===== config.mk =====
export PLATFORM = sky130hd
export DESIGN_NAME = cursor_ctrl
export DESIGN_NICKNAME = d
export VERILOG_FILES = /design/src/rtl/cursor_ctrl.sv
export SDC_FILE = /design/constraint.sdc
export NUM_CORES = 1
export LEC_CHECK = 0
export BUFFER_PORTS_ARGS = -buffer_cell sky130_fd_sc_hd__buf_2
export CAP_MARGIN = 15
export CORE_MARGIN = 4
export CORE_UTILIZATION = 41
export DETAILED_ROUTE_END_ITERATION = 8
export GPL_ROUTABILITY_DRIVEN = 0
export MAX_ROUTING_LAYER = met4
export PLACE_DENSITY_LB_ADDON = 0.3
export SYNTH_ARGS = -nofsm -noshare
export SYNTH_HDL_FRONTEND = slang
export SYNTH_SLANG_ARGS = --single-unit

===== constraint.sdc =====
create_clock -name clk -period 2.5 [get_ports clk]
set_input_delay 0.25 -clock clk [delete_from_list [all_inputs] [get_ports clk]]
set_output_delay 0.25 -clock clk [all_outputs]
set_load 0.02 [all_outputs]

===== src/rtl/cursor_ctrl.sv =====
// Byte-stream command interpreter: printable chars, C0 controls and VT52 escapes
// into cursor moves, character writes and scroll requests. Optional macro: CURSOR_AUTOWRAP_EN.
module cursor_ctrl #(
  parameter int ROW_BITS = 5,
  parameter int COL_BITS = 7,
  parameter int LAST_ROW = 23,
  parameter int LAST_COL = 79
) (
  input  logic                clk,
  input  logic                reset,
  input  logic [7:0]          data,
  input  logic                valid,
  output logic                ready,
  input  logic [COL_BITS-1:0] cur_x,
  input  logic [ROW_BITS-1:0] cur_y,
  output logic [COL_BITS-1:0] new_x,
  output logic [ROW_BITS-1:0] new_y,
  output logic                cursor_wen,
  output logic [7:0]          char_out,
  output logic                char_wen,
  output logic                scroll
);

  localparam logic [COL_BITS:0] LAST_COL_E = (COL_BITS+1)'(LAST_COL);
  localparam logic [ROW_BITS:0] LAST_ROW_E = (ROW_BITS+1)'(LAST_ROW);
  localparam logic [COL_BITS:0] X_ONE      = (COL_BITS+1)'(1);
  localparam logic [COL_BITS:0] X_EIGHT    = (COL_BITS+1)'(8);
  localparam logic [ROW_BITS:0] Y_ONE      = (ROW_BITS+1)'(1);
  localparam logic [7:0]        LAST_COL_B = 8'(LAST_COL);
  localparam logic [7:0]        LAST_ROW_B = 8'(LAST_ROW);

  typedef enum logic [1:0] {
    ST_IDLE  = 2'd0,
    ST_ESC   = 2'd1,
    ST_Y_ROW = 2'd2,
    ST_Y_COL = 2'd3
  } state_e;

  state_e                state_q, state_d;
  logic                  ready_q, ready_d;
  logic                  cwen_q, cwen_d;
  logic                  chwen_q, chwen_d;
  logic                  scroll_q, scroll_d;
  logic [COL_BITS-1:0]   new_x_q, new_x_d;
  logic [ROW_BITS-1:0]   new_y_q, new_y_d;
  logic [7:0]            char_q, char_d;
  logic [ROW_BITS-1:0]   row_q, row_d;
  logic                  row_ok_q, row_ok_d;

  logic [COL_BITS:0]     x_ext_s, x_inc_s, x_tab_s;
  logic [ROW_BITS:0]     y_ext_s, y_inc_s;
  logic [COL_BITS-1:0]   x_incc_s, x_decc_s, x_tabc_s;
  logic [ROW_BITS-1:0]   y_incc_s, y_decc_s, lf_y_s;
  logic                  lf_sc_s;
  logic [8:0]            off_s;
  logic                  row_in_s, col_in_s;
  logic [COL_BITS-1:0]   pr_x_s, ht_x_s;
  logic [ROW_BITS-1:0]   pr_y_s, ht_y_s;
  logic                  pr_sc_s, ht_sc_s;

  // Widened arithmetic so increments clamp instead of wrapping
  always_comb begin
    x_ext_s  = {1'b0, cur_x};
    y_ext_s  = {1'b0, cur_y};
    x_inc_s  = x_ext_s + X_ONE;
    y_inc_s  = y_ext_s + Y_ONE;
    x_tab_s  = {1'b0, cur_x[COL_BITS-1:3], 3'b000} + X_EIGHT;
    x_incc_s = (x_inc_s > LAST_COL_E) ? LAST_COL_E[COL_BITS-1:0] : x_inc_s[COL_BITS-1:0];
    x_tabc_s = (x_tab_s > LAST_COL_E) ? LAST_COL_E[COL_BITS-1:0] : x_tab_s[COL_BITS-1:0];
    y_incc_s = (y_inc_s > LAST_ROW_E) ? LAST_ROW_E[ROW_BITS-1:0] : y_inc_s[ROW_BITS-1:0];
    x_decc_s = (x_ext_s == {(COL_BITS+1){1'b0}}) ? {COL_BITS{1'b0}} : cur_x - X_ONE[COL_BITS-1:0];
    y_decc_s = (y_ext_s == {(ROW_BITS+1){1'b0}}) ? {ROW_BITS{1'b0}} : cur_y - Y_ONE[ROW_BITS-1:0];
    lf_sc_s  = (y_ext_s >= LAST_ROW_E);
    lf_y_s   = lf_sc_s ? cur_y : y_inc_s[ROW_BITS-1:0];
    off_s    = {1'b0, data} - 9'h020;
    row_in_s = !off_s[8] && (off_s[7:0] <= LAST_ROW_B);
    col_in_s = !off_s[8] && (off_s[7:0] <= LAST_COL_B);
  end

`ifdef CURSOR_AUTOWRAP_EN
  logic at_last_col_s;

  // Printable/HT at the last column wrap to the next line, scrolling at the bottom
  always_comb begin
    at_last_col_s = (x_ext_s >= LAST_COL_E);
    if (at_last_col_s) begin
      pr_x_s  = {COL_BITS{1'b0}};
      pr_y_s  = lf_y_s;
      pr_sc_s = lf_sc_s;
    end else begin
      pr_x_s  = x_incc_s;
      pr_y_s  = cur_y;
      pr_sc_s = 1'b0;
    end
    if (at_last_col_s) begin
      ht_x_s  = {COL_BITS{1'b0}};
      ht_y_s  = lf_y_s;
      ht_sc_s = lf_sc_s;
    end else begin
      ht_x_s  = x_tabc_s;
      ht_y_s  = cur_y;
      ht_sc_s = 1'b0;
    end
  end
`else
  always_comb begin
    pr_x_s  = x_incc_s;
    pr_y_s  = cur_y;
    pr_sc_s = 1'b0;
    ht_x_s  = x_tabc_s;
    ht_y_s  = cur_y;
    ht_sc_s = 1'b0;
  end
`endif

  // Next-state decode for one accepted byte
  always_comb begin
    state_d  = state_q;
    cwen_d   = 1'b0;
    chwen_d  = 1'b0;
    scroll_d = 1'b0;
    new_x_d  = new_x_q;
    new_y_d  = new_y_q;
    char_d   = char_q;
    row_d    = row_q;
    row_ok_d = row_ok_q;
    if (valid && ready_q) begin
      case (state_q)
        ST_IDLE: begin
          if (data == 8'h1B) begin
            state_d = ST_ESC;
          end else if (data == 8'h0D) begin
            cwen_d = 1'b1; new_x_d = {COL_BITS{1'b0}}; new_y_d = cur_y;
          end else if (data == 8'h08) begin
            cwen_d = 1'b1; new_x_d = x_decc_s; new_y_d = cur_y;
          end else if (data == 8'h09) begin
            cwen_d = 1'b1; new_x_d = ht_x_s; new_y_d = ht_y_s; scroll_d = ht_sc_s;
          end else if (data == 8'h0A) begin
            cwen_d = 1'b1; new_x_d = cur_x; new_y_d = lf_y_s; scroll_d = lf_sc_s;
          end else if ((data >= 8'h20) && (data <= 8'h7E)) begin
            chwen_d = 1'b1; char_d = data;
            cwen_d  = 1'b1; new_x_d = pr_x_s; new_y_d = pr_y_s; scroll_d = pr_sc_s;
          end else begin
            state_d = ST_IDLE;
          end
        end
        ST_ESC: begin
          state_d = ST_IDLE;
          case (data)
            8'h41:   begin cwen_d = 1'b1; new_x_d = cur_x;    new_y_d = y_decc_s; end
            8'h42:   begin cwen_d = 1'b1; new_x_d = cur_x;    new_y_d = y_incc_s; end
            8'h43:   begin cwen_d = 1'b1; new_x_d = x_incc_s; new_y_d = cur_y;    end
            8'h44:   begin cwen_d = 1'b1; new_x_d = x_decc_s; new_y_d = cur_y;    end
            8'h48:   begin cwen_d = 1'b1; new_x_d = {COL_BITS{1'b0}}; new_y_d = {ROW_BITS{1'b0}}; end
            8'h59:   state_d = ST_Y_ROW;
            8'h1B:   state_d = ST_ESC;
            default: state_d = ST_IDLE;
          endcase
        end
        ST_Y_ROW: begin
          row_d    = off_s[ROW_BITS-1:0];
          row_ok_d = row_in_s;
          state_d  = ST_Y_COL;
        end
        ST_Y_COL: begin
          cwen_d  = 1'b1;
          new_x_d = col_in_s ? off_s[COL_BITS-1:0] : cur_x;
          new_y_d = row_ok_q ? row_q : cur_y;
          state_d = ST_IDLE;
        end
        default: state_d = ST_IDLE;
      endcase
    end else begin
      state_d = state_q;
    end
    // Stall one cycle after any write so cur_x/cur_y are current for the next byte
    ready_d = ~(cwen_d | chwen_d);
  end

  // State and registered outputs
  always_ff @(posedge clk) begin
    if (reset) begin
      state_q  <= ST_IDLE;
      ready_q  <= 1'b0;
      cwen_q   <= 1'b0;
      chwen_q  <= 1'b0;
      scroll_q <= 1'b0;
      new_x_q  <= {COL_BITS{1'b0}};
      new_y_q  <= {ROW_BITS{1'b0}};
      char_q   <= 8'h00;
      row_q    <= {ROW_BITS{1'b0}};
      row_ok_q <= 1'b0;
    end else begin
      state_q  <= state_d;
      ready_q  <= ready_d;
      cwen_q   <= cwen_d;
      chwen_q  <= chwen_d;
      scroll_q <= scroll_d;
      new_x_q  <= new_x_d;
      new_y_q  <= new_y_d;
      char_q   <= char_d;
      row_q    <= row_d;
      row_ok_q <= row_ok_d;
    end
  end

  assign ready      = ready_q;
  assign cursor_wen = cwen_q;
  assign char_wen   = chwen_q;
  assign scroll     = scroll_q;
  assign new_x      = new_x_q;
  assign new_y      = new_y_q;
  assign char_out   = char_q;

endmodule


# == After elaboration in Yosys (flattened, before gate mapping) ==
# Index checks and enable logic that the tools add are counted.
# word_totals
ff_bits,32
out_inout_bits,24
elab_cells,122
# op_classes
eq_ne,23
magnitude_cmp,8
bitwise,9
n_addsub,6
n_mux,48
n_reduce_logical,18
# ops
operator,n
two-way mux 7 bit,10
two-way mux 5 bit,10
== test 8 x 7 -> 1 bit (second input constant),6
== test 8 x 4 -> 1 bit (second input constant),4
case mux 7 bit (4 select lines),1
case mux 7 bit (3 select lines),1
case mux 5 bit (4 select lines),1
greater-than comparator 8 x 7 -> 1 bit (second input constant),2
<= comparator 8 x 7 -> 1 bit (second input constant),2
two-way mux 1 bit,15
!= test 3 bit (second input constant),5
case mux 5 bit (3 select lines),1
two-way mux 2 bit,6
!= test 5 bit (second input constant),2
AND reduction 5 bit,2
subtractor 8 x 6 -> 9 bit (second input constant),1
adder 7 x 1 -> 8 bit (second input constant),1
adder 7 x 4 -> 8 bit (second input constant),1
== test 8 x 5 -> 1 bit (second input constant),1
>= comparator 8 x 6 -> 1 bit (second input constant),1
<= comparator 8 x 5 -> 1 bit (second input constant),1
NOT 1 bit,8
case mux 2 bit (4 select lines),1
AND reduction 8 bit,1
other kinds (23),28

# == Depth between registers and ports, before layout ==
# depth
depth_word,12
mapped_depth,10
mapped_depth_nobuf,9

# == Worst setup path after synthesis ==
# Ideal clock, no wire load.
# synth_path
path_type,input to register
start,in data[6]
end,"reg new_x_q[0], in the netlist new_x[0]"
setup_ns,0.091
path_slack_ns,0.242
stages,8
arrival_time_ns,2.167
required_time_ns,2.409
path_buffers,2
cell_sequence,buf_2 -> or3_4 -> or4_4 -> and2_4 -> a211oi_4 -> buf_6 -> nor2_1 -> a311oi_1
# synth_via
elab_chain_len,7
word_cells_on_any_way,30
cone_classes,add/sub: 1; order compare: 3; eq/ne: 13; mux: 8; reduce/logical: 5
# synth_rtl
element,line_no,text
"start, declared",11,"input logic [7:0] data,"
"parallel branches: the longest is 7 deep, another holds subtractor 8 x 6 -> 9 bit",n/a,
"end signal, assigned",188,new_x_q <= {COL_BITS{1'b0}};
"end signal, assigned",199,new_x_q <= new_x_d;
"end, declared",44,"logic [COL_BITS-1:0] new_x_q, new_x_d;"
# Several ways; the timed one is not identified. The select of a mux whose other input is x is not followed.
# A chain may end at the register's enable or synchronous reset.

# == Final worst setup path ==
# layout_path
start,in data[7]
end,"reg new_x_q[2], in the netlist new_x[2]"
# The elaborated chain is that of the path after synthesis.

==> run summary <==
Slew margin rel.: 37.6%
Adder-cell share of the synthesized area: 4.72%
Yosys warns: 0
Post-synthesis compound-gate area fraction: 32.0%
Resize count post-CTS: 0
Clock power frac: 34.3%
Slew @ Worst Pin: 0.928 ns
Antenna Cells: 0
Total number of vias: 3,718
WL/cell: 17.6 um
Core Util, Final: 51.1%
Final setup viols: 0
Clock tree buffer depth: 2
Syn nets: 471
Root Driver: clkbuf_8
First-pass GRT wire length: 16.9 mm
ANT nets after route: 0
Crit Path Category: input pin to flop
#FFs+latches synth: 32
Most frequent cells in the layout: buf_2, nor2_1, nand2_1
Post-DP HPWL: 8.04 mm
Length of the first detailed-routing pass in iterations: 6
Layout net count: 529
Min-Delay Path Depth: 2
Post-synthesis async set-or-reset flop share: 0%
Post-CTS Setup Bufs: 0
Clock transition at path regs: 0.07 ns
Sequential share of power: 37.5%
Mapped Area: 3180 um^2
Final period utilization: 87.6%
Worst Setup End Kind: flop
Worst vdd ir: 0.263 mV
CTS sink cnt: 32
TritonCTS clock tree: yes
Vias in the first global route: 3,327
GRT Total Usage: 23.6%
Critical Path Max Stage Delay: 0.78 ns
Pwr/cell area: 375 nW/um^2
Crit-path slowest cell: or4b_2
Worst Hold Class: input pin to flop
Hold buffers post-CTS: 0
Reg2reg path depth: 6
Arr. time, crit path: 2.38 ns
Share of cells above drive strength 1: 22.0%
Cell Area, Placed: 3670 um^2
P_sw: 0.450 mW
Family with the most delay on the worst path: simple AND/OR/NAND/NOR gates
Largest net degree at the start of global routing: 25
Row Count: 31
Register area: 641 um^2
Starting density of the core: 42.9%
Slew Limit Fails: 0
Cell Chain, Critical Path: buf_2 > or4b_2 > a2111oi_1 > a31oi_1 > nor3b_1 > a21oi_1 > a311oi_1
Crit-path max FO: 8
Routed WL: 10.4 mm
Vias/cell: 6.26
Area of the multi-input gates: 2340 um^2
Die Y: 96.1 um
Clock skew: 0.00595 ns
Net Sw Frac: 31.7%
Final min period: 2.19 ns
Detailed Route Iter0 Violations: 599
Simple-gate share of the synthesized area: 29.2%
Buffers and inverters on the worst path: 1
GRT overflow: 0
Post-route DRC: 0
Syn Inst Count: 436
Sequential area share after synthesis: 20.1%
Largest family of logic cells by synthesized area: compound AO/OA/AOI/OAI gates
# port buffers: 46
Synth cell types: 72
Fin. Hold Viols: 0
Setup crit start kind: input pin
Cts bufs inserted: 5
Area Growth Syn to Fin: 19.0%
Chip width: 96.1 um
H-tree levels: 2
Fmax: 456 MHz
Status: completed
P_int: 0.971 mW
Max Cap Viol: 0
Finished Cell Area: 3780 um^2
Die footprint: 9230 um^2
Post-synth EDFFs: 0
Number of fillers in the final layout: 736
WP data required: 2.69 ns
Core area: 7410 um^2
I/O pin cnt: 47
Setup TNS: 0 ns
Ys flop type: dfxtp_1
Multiplexer share of the synthesized area: 4.57%
Syn Area/Cell: 7.29 um^2
P_leak: 1.50 nW
Clk Latency, worst-skew pair: 0.28 ns
Initial antenna violation count: 0
Total stage count of the critical path: 7
Unrepaired setup endpoints after global routing: no
Power share of the combinational group: 28.2%
Commonest non-fill, non-tap cell in the layout: buf_2
Xor/xnor share of the synthesized area: 3.31%
## worst paths after layout
kind | startpoint | end | slack, ns
min reg2reg | char_out[4] | char_out[4] | 0.47
max | data[7] | new_x[2] | 0.31
min | data[5] | char_out[5] | 0.31
max reg2reg | state_q[0] | new_x[2] | 0.49
## cell families (layout without fill, tap and decap cells)
logic type	Yosys count	count (layout)
and+or+nand+nor	174	174
AOI/OAI and AO/OA	144	144
buffers and inverters	48	107
DFF	32	32
muxes	14	14
adders and majority gates	12	12
xor gates and xnor gates	12	12
## layout make-up
type	instances	share of cell area (%)
Clock inverter	3	1.12
Sequential cell	32	16.9
Timing Repair Buffer	82	13.2
Inverter	17	1.69
Clock buffer	5	1.82
Tap cell	99	3.27
Multi-Input combinational cell	356	62.0
## per-stage QoR
stage / power (mW) / setup slack, ns / cells / hold slack, ns
floorplan: 0.804 / 0.242 / 436 / 0.322
global placement: 0.929 / 0.122 / 586 / 0.437
detailed placement: 0.933 / 0.0685 / 586 / 0.463
CTS: 1.42 / 0.373 / 594 / 0.305
global route: 1.48 / 0.188 / 594 / 0.329
finish: 1.42 / 0.309 / 594 / 0.308
## registers in the layout, indices dropped and copies added (netlist names), 5 cells and up, named ones only
register	flops
new_x	7
row_q	5
char_out	8
new_y	5
## per-layer routing
metal  wire length [um]  global-route usage (%)
met1               4770                    33.8
met4                181                    6.40
met5                  0                       -
met2               4450                    34.8
met3               1030                    2.74
## power by group through the flow
stage | logic (mW) | registers [mW] | clock network [mW]
2_1_floorplan | 0.240 | 0.564 | 0
3_3_place_gp | 0.385 | 0.544 | 0
3_5_place_dp | 0.389 | 0.545 | 0
4_1_cts | 0.391 | 0.533 | 0.493
5_1_grt | 0.436 | 0.535 | 0.512
6_report | 0.400 | 0.533 | 0.487
## synth_stat cells, drive strengths merged (6+ instances only)
library cell  count  area share, %
xnor2            10            2.8
a21oi            22            3.5
a31oi             7            1.4
a22o              8            2.2
o21a              6            1.4
nand2            37            4.4
a311oi           10            2.8
buf              10            1.6
nor2             41            4.8
nor3             18            3.0
mux2i            10            3.1
a211oi           13            3.5
clkbuf           21            2.5
inv              17            2.0
nand3            20            3.1
dfxtp            32             20
nor2b            10            2.0
nand2b            7            1.4
ha               12            4.7
o21ai            29            4.6
No activity file was read; power rests on OpenSTA's default activity.
